### config.mk
export PLATFORM = sky130hd
export DESIGN_NAME = turkey_tally_flat
export DESIGN_NICKNAME = d
export VERILOG_FILES = /design/src/rtl/turkey_tally_if.sv /design/src/rtl/turkey_tally.sv /design/src/flat_wrapper.sv
export SDC_FILE = /design/constraint.sdc
export NUM_CORES = 1
export LEC_CHECK = 0
export CAP_MARGIN = 20
export CORE_ASPECT_RATIO = 1.1
export CORE_UTILIZATION = 50
export DETAILED_ROUTE_END_ITERATION = 7
export GPL_TIMING_DRIVEN = 0
export HOLD_SLACK_MARGIN = 0.03
export PLACE_DENSITY = 0.73
export SETUP_SLACK_MARGIN = 0.3
export SLEW_MARGIN = 0
export SYNTH_ARGS = -nofsm -noshare
export SYNTH_HDL_FRONTEND = slang
export SYNTH_SLANG_ARGS = --single-unit
### constraint.sdc
create_clock -name clk -period 3.02 [get_ports clk]
set_input_delay 0.604 -clock clk [delete_from_list [all_inputs] [get_ports clk]]
set_output_delay 0.604 -clock clk [all_outputs]
set_load 0.01 [all_outputs]
### src/rtl/turkey_tally_if.sv
// Signal bundle between the turkey-crossing event source and the tally block.
// The master drives the events and clear and observes the count and LED outputs.
interface turkey_tally_if #(
  parameter int WIDTH = 8
);
  logic             turkey_right;
  logic             turkey_left;
  logic             clear;
  logic [WIDTH-1:0] count;
  logic [WIDTH-1:0] magnitude;
  logic             negative;
  logic             right_led;
  logic             left_led;
  logic             overflow;

  modport master (
    output turkey_right, turkey_left, clear,
    input  count, magnitude, negative, right_led, left_led, overflow
  );

  modport slave (
    input  turkey_right, turkey_left, clear,
    output count, magnitude, negative, right_led, left_led, overflow
  );
endinterface

### src/rtl/turkey_tally.sv
// Net turkey-crossing counter: right = +1, left = -1, edge-detected events,
// saturating or wrapping limits, sign/magnitude view and stretched direction LEDs.
module turkey_tally #(
  parameter int WIDTH          = 8,
  parameter bit SATURATE       = 1'b1,
  parameter int STRETCH_CYCLES = 1000
) (
  input  logic          clk,
  input  logic          reset,
  turkey_tally_if.slave bus
);
  localparam int CW = $clog2(STRETCH_CYCLES + 1);
  localparam logic [WIDTH-1:0] MAX_V = {1'b0, {(WIDTH-1){1'b1}}};
  localparam logic [WIDTH-1:0] MIN_V = {1'b1, {(WIDTH-1){1'b0}}};

  // Bit 0 is the right direction, bit 1 the left direction.
  logic [1:0]       ev_q_reg;
  logic [1:0]       ev_d_reg;
  logic [1:0]       step;
  logic [1:0]       led;
  logic [WIDTH-1:0] count_reg;
  logic [WIDTH-1:0] count_next;
  logic             overflow_reg;
  logic             overflow_next;

  always_ff @(posedge clk or posedge reset) begin
    if (reset) begin
      ev_q_reg <= '0;
      ev_d_reg <= '0;
    end else begin
      ev_q_reg <= {bus.turkey_left, bus.turkey_right};
      ev_d_reg <= ev_q_reg;
    end
  end

  assign step = ev_q_reg & ~ev_d_reg;

  // Simultaneous right and left steps cancel; clear discards any pending step.
  always_comb begin
    count_next    = count_reg;
    overflow_next = overflow_reg;
    if (bus.clear) begin
      count_next    = '0;
      overflow_next = 1'b0;
    end else if (step == 2'b01) begin
      if (count_reg == MAX_V) begin
        overflow_next = 1'b1;
        count_next    = SATURATE ? MAX_V : MIN_V;
      end else begin
        count_next = count_reg + WIDTH'(1);
      end
    end else if (step == 2'b10) begin
      if (count_reg == MIN_V) begin
        overflow_next = 1'b1;
        count_next    = SATURATE ? MIN_V : MAX_V;
      end else begin
        count_next = count_reg - WIDTH'(1);
      end
    end
  end

  always_ff @(posedge clk or posedge reset) begin
    if (reset) begin
      count_reg    <= '0;
      overflow_reg <= 1'b0;
    end else begin
      count_reg    <= count_next;
      overflow_reg <= overflow_next;
    end
  end

  // Each stretcher reloads on a new step, so a lit LED is extended, never blinked off.
  for (genvar gi = 0; gi < 2; gi++) begin : g_stretch
    logic [CW-1:0] stretch_reg;

    always_ff @(posedge clk or posedge reset) begin
      if (reset) begin
        stretch_reg <= '0;
      end else if (bus.clear) begin
        stretch_reg <= '0;
      end else if (step[gi]) begin
        stretch_reg <= CW'(STRETCH_CYCLES);
      end else if (stretch_reg != '0) begin
        stretch_reg <= stretch_reg - CW'(1);
      end
    end

    assign led[gi] = (stretch_reg != '0);
  end

  // Negating the most negative count yields 2^(WIDTH-1), which still fits unsigned.
  assign bus.count     = count_reg;
  assign bus.negative  = count_reg[WIDTH-1];
  assign bus.magnitude = count_reg[WIDTH-1] ? (~count_reg + WIDTH'(1)) : count_reg;
  assign bus.overflow  = overflow_reg;
  assign bus.right_led = led[0];
  assign bus.left_led  = led[1];
endmodule
### src/flat_wrapper.sv
// flat-port wrapper written by rule: the top's interface ports become plain ports
module turkey_tally_flat 
#(
  parameter int WIDTH          = 8,
  parameter bit SATURATE       = 1'b1,
  parameter int STRETCH_CYCLES = 1000
)
  (clk, reset, bus_turkey_right, bus_turkey_left, bus_clear, bus_count, bus_magnitude, bus_negative, bus_right_led, bus_left_led, bus_overflow);
  turkey_tally_if #(.WIDTH(WIDTH)) bus_i ();
  input  logic clk;
  input  logic reset;
  input wire logic [$bits(bus_i.turkey_right)-1:0] bus_turkey_right;
  input wire logic [$bits(bus_i.turkey_left)-1:0] bus_turkey_left;
  input wire logic [$bits(bus_i.clear)-1:0] bus_clear;
  output wire logic [$bits(bus_i.count)-1:0] bus_count;
  output wire logic [$bits(bus_i.magnitude)-1:0] bus_magnitude;
  output wire logic [$bits(bus_i.negative)-1:0] bus_negative;
  output wire logic [$bits(bus_i.right_led)-1:0] bus_right_led;
  output wire logic [$bits(bus_i.left_led)-1:0] bus_left_led;
  output wire logic [$bits(bus_i.overflow)-1:0] bus_overflow;
  assign bus_i.turkey_right = bus_turkey_right;
  assign bus_i.turkey_left = bus_turkey_left;
  assign bus_i.clear = bus_clear;
  assign bus_count = bus_i.count;
  assign bus_magnitude = bus_i.magnitude;
  assign bus_negative = bus_i.negative;
  assign bus_right_led = bus_i.right_led;
  assign bus_left_led = bus_i.left_led;
  assign bus_overflow = bus_i.overflow;
  turkey_tally #(.WIDTH(WIDTH), .SATURATE(SATURATE), .STRETCH_CYCLES(STRETCH_CYCLES)) u_core (.clk(clk), .reset(reset), .bus(bus_i));
endmodule
* Yosys cells after proc, flatten, opt, wreduce, memory -nomap -nowiden *
Index checks and enable logic that the tools add are counted.

cells by class
  order comparisons = 0
  muxes and demuxes = 17
  eq/ne operators = 5
  $mul = 0
  shift operators = 0
  divide/modulo/power cells = 0
  bitwise gates (word level) = 3
  reductions and logical operators = 7
  add/subtract/negate cells = 5

operators with widths
  kind                                                 number
  2-to-1 mux 10 bit                                    6
  2-to-1 mux 8 bit                                     6
  nonzero test 10 bit                                  2
  subtractor 10 x 1 -> 10 bit, second input constant   2
  adder 8 x 1 -> 8 bit, second input constant          2
  nonzero test 3 bit                                   4
  equality test 8 x 7 -> 1 bit, second input constant  1
  equality test 8 bit, second input constant           1
  NOT 8 bit                                            1
  subtractor 8 x 1 -> 8 bit, second input constant     1
  2-to-1 mux 1 bit                                     5
  inequality test 3 bit, second input constant         1
  AND reduction 3 bit                                  1
  AND 2 bit                                            1
  equality test 2 x 1 -> 1 bit, second input constant  1
  equality test 2 bit, second input constant           1
  NOT 2 bit                                            1

storage, ports and cells
  output and inout bits = 20
  memory bits (read-only) = 0
  logic and storage cells = 43
  bits of input ports = 5
  RAM bits = 0
  register bits = 33
  bits in latches = 0
  memories = 0

* Longest topological paths before layout *
Gate-level depths: netlist of the first run.

  depth in word-level cells = 6
  mapped depth = 8
  depth with buffers taken out = 7

* Least setup slack after synthesis of the first run *
OpenSTA, ideal clock, no wires.

  kind = register to output
  from = register u_core.g_stretch[0].stretch_reg[0]
  to = output bus_right_led
  buffers on the path = 1
  stages on the path, launching flop included = 6
  required time = 2416 ps
  arrival = 1642 ps
  setup slack = 774 ps
  cell sequence = dfrtp_1 inv_1 ha_1 or3b_2 or4_4 buf_6

between the ends
  word-level cells in the longest chain between the ends = 1

RTL lines
  element                 line                source
  from (decl)             turkey_tally.sv:74  logic [CW-1:0] stretch_reg;
  from (signal assigned)  turkey_tally.sv:82  stretch_reg <= CW'(STRETCH_CYCLES);
  from (signal assigned)  turkey_tally.sv:84  stretch_reg <= stretch_reg - CW'(1);
  nonzero test 10 bit     turkey_tally.sv:88  assign led[gi] = (stretch_reg != '0);
  to (decl)               flat_wrapper.sv:18  output wire logic [$bits(bus_i.right_led)-1:0] bus_right_led;

Every way passes these cells.

* Final worst setup path of the first run *
  from = register u_core.g_stretch[1].stretch_reg[4]
  to = output bus_left_led

between the ends
  word-level cells in the longest chain between the ends = 1

RTL lines
  element                 line                source
  from (decl)             turkey_tally.sv:74
  from (signal assigned)  turkey_tally.sv:82
  from (signal assigned)  turkey_tally.sv:84
  nonzero test 10 bit     turkey_tally.sv:88
  to (decl)               flat_wrapper.sv:19  output wire logic [$bits(bus_i.left_led)-1:0] bus_left_led;

Every way passes these cells.

==> impl_metrics.py, run 1 <==
metrics = {
    "clock_tree": {
        "cts_tree": "yes",
        "ctsHoldBuffers": 0,
        "clk_latency_ns": 0.29,
        "clk_pin_slew_ns": 0.06,
        "cts.sinks": 33,
        "cts_root_buf": "clkbuf_8",
        "htree_levels": 2,
        "numCtsBuffers": 5,
        "clockBufferDepth": 2,
    },
    "setup_path": {
        "path_buf_inv": 1,
        "r2r_setup_slack_ns": 0.67,
        "cp_top_family": "simple AND/OR/NAND/NOR gates",
        "worstSetupStartpointType": "register",
        "critPathSlowestCell": "clkdlybuf4s50_1",
        "crit_fanout": 6,
        "endpoint_kind": "output port",
        "worstPathCellList": "or3_1 -> nor4_4 -> nand3_2 -> clkdlybuf4s50_1",
        "crit_type": "register to output port",
        "worstPathRequired_ns": 2.42,
        "cp.arrival_ns": 2.08,
        "max_stage_delay_ns": 0.52,
    },
    "cells_and_area": {
        "filler_cell_count": 305,
        "nets": 268,
        "syn2layout_area_growth_pct": 26.0,
        "largest_reg_flops": 20,
        "multiInputGateArea_um2": 1080,
        "layout_common_cells": "dfrtp_1, nand2_1, clkdlybuf4s50_1, nor2_1, xnor2_1",
        "regArea_um2": 828,
        "final_common_cell": "dfrtp_1",
        "antenna_cells": 0,
        "drive_gt1_frac": 0.143,
    },
    "timing": {
        "final-hold-violation-count": 0,
        "grt_setup_unrepaired": "true",
        "whs_ns": 0.403,
        "tightest_slew_ns": 0.939,
        "finalSetupViolations": 0,
        "fin_setup_tns_ns": 0,
        "slew_headroom": 0.372,
        "fmax_mhz": 373,
        "finalClockSkew_ns": 0.00180,
        "min_period_ns": 2.68,
        "slew_viol_final": 0,
        "min_period_over_period": 0.889,
    },
    "status": {
        "status": "finished, final reports clean",
    },
    "power": {
        "p_per_area_nw_per_um2": 834,
        "p_leak_nw": 1.09,
        "power_frac_seq": 0.345,
        "p_sw_w": 0.000795,
        "swShare": 0.385,
        "p_int_w": 0.00127,
        "comb_power_share": 0.500,
        "p_clk_frac": 0.155,
        "peakVddDrop_v": 0.000371,
    },
    "floorplan": {
        "core_um2": 3710,
        "fp-row-count": 23,
        "die_area_um2": 4180,
        "io_pins": 25,
        "die_w_um": 61.7,
        "die-height_um": 67.7,
        "initial_core_util": 0.528,
    },
    "global_routing": {
        "antenna_found_initial": 0,
        "grt_use_met1": 0.333,
        "grt_pass1_wl_mm": 7.76,
        "top_usage_layer": "met2",
        "grt_use_met2": 0.415,
        "grt_usage": 0.259,
        "grt_max_degree": 24,
        "grt_pass1_vias": 1664,
        "overflow": 0,
        "grtUsageMet3": 0.0575,
    },
    "synthesis": {
        "synth_warnings": 0,
        "syn_inst": 219,
        "synth_cell_type_count": 42,
        "syn-num-nets": 229,
        "avgSynthCellArea_um2": 8.96,
        "synth-seq-cells": 33,
        "async_flop_share": 1.00,
        "synth-edff-count": 0,
        "syn_area_um2": 1960,
        "ys_seq_area_frac": 0.421,
        "yosys.area.top_type": "dfrtp_1",
        "synth_top_area_frac": 0.421,
        "synth_area_leaders": "dfrtp_1, xnor2_1, nand2_1",
        "ys.flop_type": "dfrtp_1",
    },
    "min_path": {
        "min_path_type": "register to register",
    },
    "route": {
        "ant_nets": 0,
        "drc_errors": 0,
        "drt_iter0_drc": 135,
        "vias_per_cell": 5.61,
        "totalWireLength_mm": 4.79,
        "dr.pass1.iters": 4,
        "num_vias": 1735,
        "wl_per_cell_um": 15.5,
    },
    "place": {
        "gp_congestion": 0.946,
        "portBuffers": 23,
        "dp_hpwl_mm": 3.20,
    },
    "flow_run": {
        "maxCapViolCount": 0,
    },
}
[worst paths after layout]
path,to,depth (start not counted),start
worst max-delay path,bus_left_led,4,u_core.g_stretch[1].stretch_reg[4]
worst min register to register,u_core.ev_d_reg[0],0,u_core.ev_q_reg[0]
worst min-delay path,u_core.ev_d_reg[0],0,u_core.ev_q_reg[0]
max in group asynchronous,u_core.bus.count[1],3,reset
worst max register to register,u_core.bus.count[2],6,u_core.bus.count[0]
min in group asynchronous,u_core.g_stretch[0].stretch_reg[6],2,reset
[what timing repair did]
action / CTS / global route
setup endpoints to repair: 6 / 5
endpoints found under the hold margin: 0 / 0
resized for setup: 12 / 12
buffers inserted: 8 / 0
pin swaps: 4 / 2
[cells by family after synthesis]
logic type      after synthesis  share of synthesized area
simple gates                 85                      0.222
compound gates               49                      0.159
flops                        33                      0.421
xor+xnor                     22                     0.0982
buf+inv                      22                     0.0517
fa+ha+maj                     5                     0.0319
mux                           3                     0.0159
[stage by stage]
stage / area, um^2 / worst slack [ns] / power, W / util / std cells
2_1_floorplan: 1960 / 0.774 / 0.00136 / - / 219
3_3_place_gp: 2250 / 0.159 / 0.00157 / 0.607 / 292
3_5_place_dp: 2280 / 0.145 / 0.00160 / 0.615 / 293
4_1_cts: 2460 / 0.261 / 0.00202 / 0.662 / 309
5_1_grt: 2470 / 0.208 / 0.00221 / 0.666 / 309
6_report: 2470 / 0.336 / 0.00206 / 0.666 / 309
[worst register-to-register path, delay by kind of cell (launching register included)]
family                   cells  cell delay, ns
buffers and inverters        1            0.09
AND/OR/NAND/NOR              2            0.38
adder cells (fa/ha/maj)      1            0.25
AO/OA/AOI/OAI                2            1.10
flip-flops                   1            0.47
[synthesized netlist by cell type (2+ instances only)]
cell,n
a21oi_1,16
dfrtp_1,33
clkbuf_1,6
o32ai_1,3
xnor2_1,18
ha_1,5
nor2_1,19
buf_2,3
nor2b_1,3
o21ai_0,7
or3_1,5
xor2_1,4
nand2b_1,5
a31oi_1,7
a211oi_1,3
mux2i_1,2
buf_4,2
or4_1,2
o211ai_1,3
and2_1,2
nand3_1,5
inv_1,10
nor4_1,4
o31ai_1,2
nand2_1,23
a22o_1,2
and3_1,2
nand3b_1,2
nor3_1,7
or4_4,2
[metal layers]
layer	vias to the layer above	part of all wire
met5	-	0
met2	50	0.49
met4	0	0.027
li1	847	-
met1	825	0.44
met3	13	0.045
[power by group through the flow]
stage                     clock, W  sequential, W  combinational, W
after global routing      0.000347       0.000731           0.00113
after CTS                 0.000325       0.000699          0.000999
final                     0.000319       0.000711           0.00103
after floorplan                  0       0.000692          0.000664
after detailed placement         0       0.000713          0.000885
after global placement           0       0.000708          0.000866
[layout make-up]
cell class,instances,share of cell area
clock buffers,8,0.0324
inverters,10,0.0152
well taps,50,0.0253
multi-input cells,164,0.436
plain buffers,12,0.0283
flip-flops and latches,33,0.335
repair buffers,32,0.128
Power figures use the tool's default switching activity.
==> run 2: changes to the inputs <==
--- a/config.mk
+++ b/config.mk
@@ -7,11 +7,10 @@
 export LEC_CHECK = 0
 export CAP_MARGIN = 20
 export CORE_ASPECT_RATIO = 1.1
-export CORE_UTILIZATION = 50
+export CORE_UTILIZATION = 30
 export DETAILED_ROUTE_END_ITERATION = 7
 export GPL_TIMING_DRIVEN = 0
 export HOLD_SLACK_MARGIN = 0.03
-export PLACE_DENSITY = 0.73
 export SETUP_SLACK_MARGIN = 0.3
 export SLEW_MARGIN = 0
 export SYNTH_ARGS = -nofsm -noshare
==> impl_metrics.py, run 2 (same netlist as run 1, synthesis figures left out) <==
metrics = {
    "setup_path": {
        "cp_top_family": "simple AND/OR/NAND/NOR gates",
        "crit_type": "register to output port",
        "r2r_setup_slack_ns": 0.62,
        "r2r_end": "u_core.bus.count[6]",
        "critPathMostFrequentCell": "or4_4",
        "max_stage_delay_ns": 0.54,
        "crit_cells": 4,
        "crit_fanout": 2,
        "critPathCapture": "bus_right_led",
        "reg2regPathDepth": 6,
        "critPathLaunch": "u_core.g_stretch[0].stretch_reg[5]",
        "worstPathCellList": "or4_4 -> or4_4 -> buf_6 -> clkdlybuf4s15_1",
        "critPathSlowestCell": "or4_4",
        "worstSetupStartpointType": "register",
        "reg2reg_from": "u_core.bus.count[0]",
        "endpoint_kind": "output port",
        "path_buf_inv": 2,
        "worstPathRequired_ns": 2.42,
        "cp.arrival_ns": 2.04,
    },
    "global_routing": {
        "antenna_found_initial": 0,
        "grt_usage": 0.151,
        "grt_pass1_wl_mm": 8.06,
        "overflow": 0,
        "grt_max_degree": 22,
        "grt_pass1_vias": 1690,
    },
    "cells_and_area": {
        "layout_common_cells": "dfrtp_1, nand2_1, clkdlybuf4s50_1, nor2_1, xnor2_1",
        "nets": 271,
        "largest_reg_flops": 20,
        "final_common_cell": "dfrtp_1",
        "syn2layout_area_growth_pct": 31.4,
        "drive_gt1_frac": 0.156,
        "antenna_cells": 0,
    },
    "power": {
        "p_per_area_nw_per_um2": 847,
        "p_total_w": 0.00218,
        "p_leak_nw": 1.12,
        "peakVddDrop_v": 0.000257,
    },
    "route": {
        "drc_errors": 0,
        "vias_per_cell": 4.99,
        "num_vias": 1708,
        "wl_per_cell_um": 13.8,
        "ant_nets": 0,
        "dr.pass1.iters": 5,
        "drt_iter0_drc": 92,
        "totalWireLength_mm": 4.74,
    },
    "timing": {
        "finalSetupViolations": 0,
        "finalClockSkew_ns": 0.00395,
        "final-hold-violation-count": 0,
        "min_period_over_period": 0.875,
        "min_period_ns": 2.64,
        "grt_setup_unrepaired": "true",
        "fmax_mhz": 378,
        "slew_viol_final": 0,
        "fin_setup_tns_ns": 0,
        "tightest_slew_ns": 0.994,
        "slew_headroom": 0.335,
    },
    "clock_tree": {
        "cts.sinks": 33,
        "cts_root_buf": "clkbuf_8",
        "clk_latency_ns": 0.28,
        "clk_pin_slew_ns": 0.07,
        "cts_tree": "yes",
        "numCtsBuffers": 5,
        "htree_levels": 2,
        "clockBufferDepth": 2,
    },
    "floorplan": {
        "die-height_um": 86.8,
        "die_w_um": 79.1,
        "die_area_um2": 6870,
        "fp-row-count": 30,
        "initial_core_util": 0.315,
        "core_um2": 6230,
        "io_pins": 25,
    },
    "place": {
        "dp_hpwl_mm": 3.34,
        "gp_congestion": 0.885,
        "portBuffers": 23,
    },
    "min_path": {
        "min_path_type": "register to register",
    },
    "flow_run": {
        "maxCapViolCount": 0,
    },
    "status": {
        "status": "finished, final reports clean",
    },
}
[run 2: changes by cell type in the layout (fill, tap and decap cells not counted), sizes merged]
cell           before  now
bufinv              0    1
clkbuf             15   13
clkdlybuf4s15       0    1
buf                15   18
[run 2: metrics by stage]
| stage | worst slack, ns | cell area [um^2] | utilization | hold WS (ns) | cells |
|---|---|---|---|---|---|
| 4_1_cts | 0.292 | 2530 | 0.406 | 0.414 | 340 |
| 3_5_place_dp | 0.200 | 2320 | 0.372 | 0.391 | 323 |
| 2_1_floorplan | 0.774 | 1960 | - | 0.368 | 219 |
| 6_report | 0.378 | 2580 | 0.414 | 0.405 | 342 |
| 3_3_place_gp | 0.100 | 2290 | 0.368 | 0.390 | 322 |
| 5_1_grt | 0.293 | 2580 | 0.414 | 0.420 | 342 |
[run 2: where the power goes]
| group | switching [W] | internal, W | total (W) |
|---|---|---|---|
| combinational | 0.000486 | 0.000559 | 0.00104 |
| sequential | 0.000130 | 0.000577 | 0.000707 |
| clock | 0.000162 | 0.000269 | 0.000431 |
| total | 0.000777 | 0.00141 | 0.00218 |
[run 2: worst min path at each step]
stage | from | endpoint | depth (start not counted) | slack (ns)
floorplan | u_core.ev_q_reg[0] | u_core.ev_d_reg[0] | 0 | 0.37
global placement | u_core.ev_q_reg[1] | u_core.ev_d_reg[1] | 0 | 0.39
detailed placement | u_core.ev_q_reg[0] | u_core.ev_d_reg[0] | 0 | 0.39
CTS | u_core.ev_q_reg[0] | u_core.ev_d_reg[0] | 0 | 0.41
global route | u_core.ev_q_reg[0] | u_core.ev_d_reg[0] | 0 | 0.42
finish | u_core.ev_q_reg[0] | u_core.ev_d_reg[0] | 0 | 0.40
[run 2: layer usage]
layer,global-route usage,part of all wire
met3,0.0368,0.049
met1,0.190,0.45
met2,0.246,0.48
met4,0.0661,0.017
met5,0,0
[run 2: worst register-to-register path: cells and delay by family, from the launching register on]
kind,cells,cell delay [ns]
flops,1,0.48
simple gates,1,0.25
fa+ha+maj,1,0.26
buf+inv,1,0.10
compound gates,3,1.23
[run 2: final cells by class]
cell class	count	area, um^2
repair buffers	35	344
clock inverters	1	30.0
well taps	80	100
clock buffers	7	86.3
fillers	674	3650
multi-input cells	164	1080
plain buffers	12	68.8
inverters	10	37.5
flip-flops and latches	33	828
[run 2: what timing repair did]
action	in CTS	in global routing
setup endpoints to repair	7	5
gates resized for setup	10	12
hold buffers	0	0
pin swaps	3	3
cloned	0	0
buffers inserted	9	2
==> RTL edit (config.mk and constraints of run 1) <==
`STRETCH_CYCLES` is set to 1000 in 2 places; all go to 250.
--- a/src/rtl/turkey_tally.sv
+++ b/src/rtl/turkey_tally.sv
@@ -4,5 +4,5 @@
   parameter int WIDTH          = 8,
   parameter bit SATURATE       = 1'b1,
-  parameter int STRETCH_CYCLES = 1000
+  parameter int STRETCH_CYCLES = 250
 ) (
   input  logic          clk,
--- a/src/flat_wrapper.sv
+++ b/src/flat_wrapper.sv
@@ -4,5 +4,5 @@
   parameter int WIDTH          = 8,
   parameter bit SATURATE       = 1'b1,
-  parameter int STRETCH_CYCLES = 1000
+  parameter int STRETCH_CYCLES = 250
 )
   (clk, reset, bus_turkey_right, bus_turkey_left, bus_clear, bus_count, bus_magnitude, bus_negative, bus_right_led, bus_left_led, bus_overflow);
Check against the original RTL: no difference found for any inputs over 10 cycles, from zero or initial values and one cycle with reset high; that may be too few to reach the edited logic, so the function may still have changed.
==> RTL edit against run 1 <==
Setup slack gained 0.10 ns. Sequential cell count down 4. Routed wire length decreased by 3.7%. Synthesized area grew 1.5%. Die area up 1.4%. Power fell by 22%. Cell area shrank 0.46%. Global-route usage down 1.9 points. Via count up 1.4%. Synthesized cell count grew 1.8%.
==> RTL edit: results (changes against run 1) <==
[power_and_ir_drop]
irDropWorstVdd_uv=350  ; was 371 uV
p_leak_uw=0.00110  ; was 0.00109 uW

[global_routing]
first_global_vias=1675  ; was 1664
grt_use_total_pct=24.0  ; was 25.9%
grt_max_degree=21  ; was 24
grt_pass1_wl_mm=7.92  ; was 7.76 mm

[setup_path]
reg2reg_from=u_core.bus.count[5]$_DFFE_PP0P_  ; was u_core.bus.count[0]$_DFFE_PP0P_
slowest_delay_ns=0.57  ; was 0.52 ns
rrSetupSlack_ns=1.25  ; was 0.67 ns

[place]
preCtsSetupSlack_ns=0.454  ; was 0.145 ns
gp_congestion=0.919  ; was 0.946
placed_cells=297  ; was 293
dp_hpwl_mm=3.16  ; was 3.20 mm

[cells_and_area]
nets=271  ; was 268
drive_gt1_share_pct=17.7  ; was 14.3%
largest_reg_flops=16  ; was 20

[synth]
synth_cell_type_count=50  ; was 42
synth_common_cells=29 x dfrtp_1, 26 x nand2_1, 19 x a21oi_1, 19 x nor2_1, 12 x nor3_1  ; was 33 x dfrtp_1, 23 x nand2_1, 19 x nor2_1
synth.avg_cell_area_sq_um=8.93  ; was 8.96 sq um
synth_area_leaders=dfrtp_1 36%, nand2_1 4.9%, a21oi_1 4.8%, ha_1 4.4%, xnor2_1 4.4%  ; was dfrtp_1 42%, xnor2_1 8.0%, nand2_1 4.4%, a21oi_1 4.1%, nor2_1 3.6%
synth_nets=235  ; was 229

[routing]
drt-total-wl_mm=4.61  ; was 4.79 mm
drt_first_iter_violations=54  ; was 135
vias=1760  ; was 1735

[sta]
slew_headroom_pct=63.7  ; was 37.2%

[status]
outcome=finished, final reports clean  ; unchanged

-- RTL edit: cell types whose count changed after synthesis, moves of 5 or more --
cell      change
clkbuf_8      +5
nor3_1        +5
a31oi_1       -6
xnor2_1       -8
-- RTL edit: power breakdown --
group | leakage, uW | total [uW] | switching [uW] | internal, uW
Sequential | 0.000371 | 577 | 98.5 | 479
Clock | 0.0000450 | 309 | 150 | 159
Combinational | 0.000680 | 719 | 350 | 370
Total | 0.00110 | 1610 | 598 | 1010
-- RTL edit: timing repair --
item                       4_1_cts  5_1_grt
gates resized for setup          5        6
buffers inserted                 3        2
setup endpoints to repair        3        5
hold buffers                     0        0
-- RTL edit: layer usage --
metal	wire length (microns)	track usage, %	up-vias
met2	2280	43.1	70
met3	300	4.67	13
met4	78	8.14	0
met1	1950	29.2	821
met5	0	0	-
li1	-	-	856
-- RTL edit: how the worst max path moves through the flow --
stage	from	end	slack, ns	cells past startpoint
6_report	u_core.g_stretch[0].stretch_reg[0]$_DFFE_PP0P_	bus_right_led	0.44	5
3_5_place_dp	u_core.bus.count[0]$_DFFE_PP0P_	bus_magnitude[5]	0.45	5
5_1_grt	u_core.g_stretch[0].stretch_reg[0]$_DFFE_PP0P_	bus_right_led	0.31	5
2_1_floorplan	u_core.bus.count[0]$_DFFE_PP0P_	bus_magnitude[2]	1.02	4
3_3_place_gp	u_core.bus.count[0]$_DFFE_PP0P_	bus_magnitude[5]	0.49	5
4_1_cts	u_core.bus.count[1]$_DFFE_PP0P_	bus_magnitude[5]	0.29	5
-- RTL edit: cells by family (layout without fill, tap and decap cells) --
family	Yosys count	in the layout	share of synthesized area, %
buffers and inverters	24	61	8.86
adders and majority gates	7	7	4.40
muxes	6	6	3.27
xor gates and xnor gates	16	16	7.04
and+or+nand+nor	98	98	26.1
DFF	29	29	36.5
AOI/OAI and AO/OA	43	43	13.8
-- RTL edit: worst reg2reg max path, stage by stage (launching register included) --
cell and delay, ns:
dfrtp_1 0.39, clkbuf_8 0.17, nor3_2 0.24, nand4_1 0.26, a2bb2oi_2 0.33, a21oi_1 0.07, o22a_1 0.20
-- RTL edit: per-stage QoR --
step                      cell area [sq um]  total power, uW  hold slack [ns]
after floorplan                        1990             1090            0.368
after global placement                 2280             1260            0.379
after detailed placement               2310             1280            0.384
after CTS                              2430             1600            0.398
after global routing                   2460             1730            0.426
final                                  2460             1610            0.395
-- RTL edit: area by class of cell --
cell class | count | share of cell area, %
tap | 50 | 2.54
clock buffer | 6 | 2.95
buffer | 16 | 6.00
clock inverter | 2 | 0.407
sequential | 29 | 29.6
multi-input combinational | 170 | 45.1
inverter | 8 | 1.22
timing repair buffer | 29 | 12.2
